==> config.mk <==
export PLATFORM = sky130hd
export DESIGN_NAME = regfile_write_arbiter
export DESIGN_NICKNAME = d
export VERILOG_FILES = /design/src/rtl/regfile_write_arbiter.sv
export SDC_FILE = /design/constraint.sdc
export NUM_CORES = 1
export LEC_CHECK = 0
export ABC_AREA = 1
export CAP_MARGIN = 40
export CORE_MARGIN = 3
export CORE_UTILIZATION = 43
export DETAILED_ROUTE_END_ITERATION = 16
export HOLD_SLACK_MARGIN = 0.05
export PLACE_DENSITY = 0.81
export REMOVE_ABC_BUFFERS = 1
export SLEW_MARGIN = 5
export SYNTH_ARGS = -nofsm -noshare
export SYNTH_HDL_FRONTEND = slang
export SYNTH_SLANG_ARGS = --single-unit
==> constraint.sdc <==
create_clock -name clk -period 2.2 [get_ports clk]
set_clock_uncertainty 0.1 [all_clocks]
set_input_delay 0.22 -clock clk [delete_from_list [all_inputs] [get_ports clk]]
set_output_delay 0.22 -clock clk [all_outputs]
set_load 0.05 [all_outputs]
==> src/rtl/regfile_write_arbiter.sv <==
// Write-port controller for the per-thread register file: zeroes every entry after reset
// or on request, then shares the write port between pipeline writeback and host writes.
module regfile_write_arbiter #(
    parameter int NUM_THREADS = 16,
    parameter int DWIDTH      = 32,
    localparam int TW         = $clog2(NUM_THREADS),
    localparam int RF_SIZE    = NUM_THREADS * 32,
    localparam int CW         = $clog2(RF_SIZE)
) (
    input  logic              clk,
    input  logic              reset,
    input  logic              i_clear_start,
    input  logic              i_wb_en,
    input  logic [TW-1:0]     i_wb_thread,
    input  logic [4:0]        i_wb_addr,
    input  logic [DWIDTH-1:0] i_wb_data,
    input  logic              i_host_req,
    input  logic [TW-1:0]     i_host_thread,
    input  logic [4:0]        i_host_addr,
    input  logic [DWIDTH-1:0] i_host_data,
    output logic              o_host_ack,
    output logic [TW-1:0]     o_rf_thread,
    output logic [4:0]        o_rf_addr,
    output logic [DWIDTH-1:0] o_rf_data,
    output logic              o_rf_wr_en,
    output logic              o_init_done
);

    typedef enum logic {CLEAR, RUN} state_t;

    state_t            state_reg, state_next;
    logic [CW-1:0]     c_reg, c_next;
    logic [TW-1:0]     rf_thread_reg, rf_thread_next;
    logic [4:0]        rf_addr_reg, rf_addr_next;
    logic [DWIDTH-1:0] rf_data_reg, rf_data_next;
    logic              rf_wr_en_reg, rf_wr_en_next;
    logic              host_ack_reg, host_ack_next;
    logic              init_done_reg, init_done_next;

    always_ff @(posedge clk or posedge reset) begin
        if (reset) begin
            state_reg     <= CLEAR;
            c_reg         <= '0;
            rf_thread_reg <= '0;
            rf_addr_reg   <= '0;
            rf_data_reg   <= '0;
            rf_wr_en_reg  <= 1'b0;
            host_ack_reg  <= 1'b0;
            init_done_reg <= 1'b0;
        end else begin
            state_reg     <= state_next;
            c_reg         <= c_next;
            rf_thread_reg <= rf_thread_next;
            rf_addr_reg   <= rf_addr_next;
            rf_data_reg   <= rf_data_next;
            rf_wr_en_reg  <= rf_wr_en_next;
            host_ack_reg  <= host_ack_next;
            init_done_reg <= init_done_next;
        end
    end

    always_comb begin
        state_next     = state_reg;
        c_next         = c_reg;
        rf_thread_next = rf_thread_reg;
        rf_addr_next   = rf_addr_reg;
        rf_data_next   = rf_data_reg;
        rf_wr_en_next  = 1'b0;
        host_ack_next  = 1'b0;
        init_done_next = 1'b0;

        case (state_reg)
            CLEAR: begin
                // The counter is the flat {thread, register} index of the entry being zeroed.
                rf_thread_next = c_reg[CW-1:5];
                rf_addr_next   = c_reg[4:0];
                rf_data_next   = '0;
                rf_wr_en_next  = 1'b1;
                if (c_reg == CW'(RF_SIZE - 1)) begin
                    state_next = RUN;
                    c_next     = '0;
                end else begin
                    c_next = c_reg + CW'(1);
                end
            end
            RUN: begin
                if (i_clear_start) begin
                    state_next = CLEAR;
                    c_next     = '0;
                end else begin
                    init_done_next = 1'b1;
                    if (i_wb_en && (i_wb_addr != 5'd0)) begin
                        rf_thread_next = i_wb_thread;
                        rf_addr_next   = i_wb_addr;
                        rf_data_next   = i_wb_data;
                        rf_wr_en_next  = 1'b1;
                    end else if (i_host_req && !host_ack_reg) begin
                        // A request still held during its ack cycle must not be granted twice.
                        host_ack_next = 1'b1;
                        if (i_host_addr != 5'd0) begin
                            rf_thread_next = i_host_thread;
                            rf_addr_next   = i_host_addr;
                            rf_data_next   = i_host_data;
                            rf_wr_en_next  = 1'b1;
                        end
                    end
                end
            end
            default: begin
                state_next = CLEAR;
                c_next     = '0;
            end
        endcase
    end

    assign o_rf_thread = rf_thread_reg;
    assign o_rf_addr   = rf_addr_reg;
    assign o_rf_data   = rf_data_reg;
    assign o_rf_wr_en  = rf_wr_en_reg;
    assign o_host_ack  = host_ack_reg;
    assign o_init_done = init_done_reg;

endmodule

==> run_results.csv <==
group,metric,value,unit
route,route.detailed.drc,0,
yosys,synth_compound_area_share,9.00,%
power,peakVddDrop,0.427,mV
yosys,synth_top_family_by_area,"simple AND/OR/NAND/NOR gates",
cells_and_area,drive_gt1_share,4.68,%
cells_and_area,synthToLayoutAreaGrowth,46.5,%
worst_setup_path,crit_fanout,8,
clock_network,cts_resized,0,
placement,post-dp-hpwl,6.70,mm
floorplan,fp.dieW,91.5,um
yosys,ys_ff_latch,54,
timing,hold_viol,0,
power,p_per_area,706,nW/um^2
grt,grt_pass1_vias,3096,
cells_and_area,antenna_cells,0,
clock_network,cts.path.max_buffers,2,
timing,fmax,490,MHz
clock_network,cts_tree,"yes",
route,wl,9.10,mm
yosys,synth_area_leaders,"dfrtp_1 (43%), nand2_1 (15%), nand3_1 (11%)",
timing,tightest_slew,555,ps
worst_setup_path,path_class,"register to register",
placement,post-place-ws,82.8,ps
yosys,synth.distinct_cells,26,
min_path,hold_class,"input pin to asynchronous set/reset pin",
flow_run,cap_violations,0,
clock_network,holdBufCountCts,0,
yosys,synthAdderAreaFrac,0.796,%
timing,hold-worst-slack,181,ps
placement,place.gp.congestion,0.915,
yosys,ys_warn_count,0,
worst_setup_path,end_kind,"register",
yosys,synth_top_area_share,43.0,%
cells_and_area,stdcell_count,652,
clock_network,cts.sinks,54,
yosys,yosysMostFrequentCell,"nand2_1",
worst_setup_path,arrival,2170,ps
yosys,yosys.area.top_type,"dfrtp_1",
route,viasPerCell,5.02,
timing,finalSetupTns,0,ps
cells_and_area,nFillCells,603,
timing,layout_min_cycle_time,2040,ps
floorplan,die_h,91.5,um
floorplan,core,6940,um^2
clock_network,clk_pin_slew,90,ps
route,dr.pass1.iters,4,
timing,rsz0062_at_grt,"no",
cells_and_area,fin_nets,644,
yosys,synth_cells,436,
placement,numPortBuffers,130,
floorplan,start_util,45.3,%
yosys,syn_area,3140,um^2
grt,antenna_found_initial,0,
clock_network,postCtsSetupBuffers,0,
yosys,synthMuxAreaShare,0,%
yosys,synth_xor_xnor_area_share,0.557,%
cells_and_area,largest_reg_flops,32,
timing,slew_viol_final,0,
timing,finalWorstSetupSlack,160,ps
worst_setup_path,cpMostUsedCell,"nor2_1",
clock_network,numCtsBuffers,5,
placement,placed_cells,644,
placement,dpl_cell_area,4500,um^2
grt,globalRoute.totalOverflow,0,
yosys,ys_async_sr_fraction,100,%
route,drtAntennaViolNets,0,
timing,slew_headroom,62.9,%
clock_network,root_buffer,"clkbuf_8",
power,p_leak,2.31,nW
worst_setup_path,worstPathCellList,"ha_1 > nand3_1 > nor2_1 > nand3_1 > nor2_1 > ha_1 > nor2_1 > inv_1 > o21ai_0",
route,wl_per_cell,14.0,um
clock_network,htreeDepth,2,
yosys,seq_area_frac_synth,43.0,%
yosys,avgSynthCellArea,7.21,um^2
timing,period_share,92.7,%
route,via_count,3275,
grt,track_usage,21.9,%
yosys,synthFlopType,"dfrtp_1",
cells_and_area,final_area,4600,um^2
yosys,synth_common_cells,"nand2_1 (126), nor2_1 (70), nand3_1 (67)",
clock_network,clkLatencyLatePin,300,ps
grt,grt_pass1_wl,15.2,mm
grt,grt_max_degree,43,
floorplan,io_pins,131,
yosys,synth_edf_count,0,
worst_setup_path,crit_required,2330,ps
floorplan,num_rows,30,
yosys,synth-simple-area-share,37.4,%
worst_setup_path,worstSetupStartpointType,"register",
timing,setup_viol,0,
floorplan,dieArea,8370,um^2
run_status,status,"complete, no violations",
route,dr.first_iter.drc_count,152,
worst_setup_path,critPathSlowestCell,"dfrtp_1",
worst_setup_path,cp_slowest_stage_delay,440,ps
final cells by class:
type | count | area, um^2 | share of cell area, %
clock inverter | 1 | 30.0 | 0.652
tap | 96 | 120 | 2.61
timing repair buffer | 139 | 1390 | 30.3
sequential | 54 | 1350 | 29.4
inverter | 35 | 131 | 2.85
clock buffer | 7 | 76.3 | 1.66
multi-input combinational | 320 | 1500 | 32.6
power breakdown:
part | total [mW] | switching, mW | leakage, nW | internal (mW)
Combinational | 1.30 | 0.791 | 1.55 | 0.511
Sequential | 1.30 | 0.144 | 0.716 | 1.16
Clock | 0.650 | 0.309 | 0.0524 | 0.341
layout by cell type (no fill, tap or decap), types with 2 or more instances in the layout:
cell type / count
clkdlybuf4s50_1: 130
nor2_1: 70
o21bai_1: 29
buf_12: 2
clkbuf_8: 5
nand3b_1: 4
nand2_1: 126
o21ai_0: 6
dfrtp_1: 53
nor2_2: 2
nand2_4: 3
buf_4: 7
inv_2: 3
nand3_1: 67
a21oi_1: 2
ha_1: 2
inv_1: 32
clkbuf_1: 2
per-stage QoR:
step                utilization, %  power (mW)
floorplan                        -        2.08
finish                        66.3        3.25
detailed placement            64.8        2.62
CTS                           66.3        3.28
global placement              64.8        2.59
global route                  66.3        3.44
worst paths after layout:
kind                                 start            end  slack, ps  cells past startpoint
worst max register to register    c_reg[0]       c_reg[2]        160                      9
min in group clk                i_host_req     o_host_ack        380                      3
max in group asynchronous            reset      state_reg       1250                      3
worst min-delay path                 reset  o_rf_data[26]        180                      2
worst min register to register  o_host_ack     o_host_ack        390                      1
worst max-delay path              c_reg[0]       c_reg[2]        160                      9
layer usage:
layer / up-vias / track usage [%] / share of wire (%)
li1: 1611 / - / -
met1: 1518 / 30.1 / 43
met2: 137 / 36.0 / 47
met3: 9 / 4.81 / 9.4
met4: 0 / 3.89 / 0.75
met5: - / 0 / 0
worst max-delay path: cells and delay by family (launching register included):
kind / cells / cell delay, ps
AO/OA/AOI/OAI: 1 / 170
adder cells (fa/ha/maj): 2 / 410
buffers and inverters: 1 / 110
flip-flops: 1 / 440
AND/OR/NAND/NOR: 5 / 750
cells by family after synthesis:
kind of cell             count (synthesis)
buffers and inverters                   62
adder cells (fa/ha/maj)                  2
AO/OA/AOI/OAI                           40
AND/OR/NAND/NOR                        276
XOR/XNOR                                 2
flip-flops                              54
Note: power is estimated with default switching activity, not from simulation.
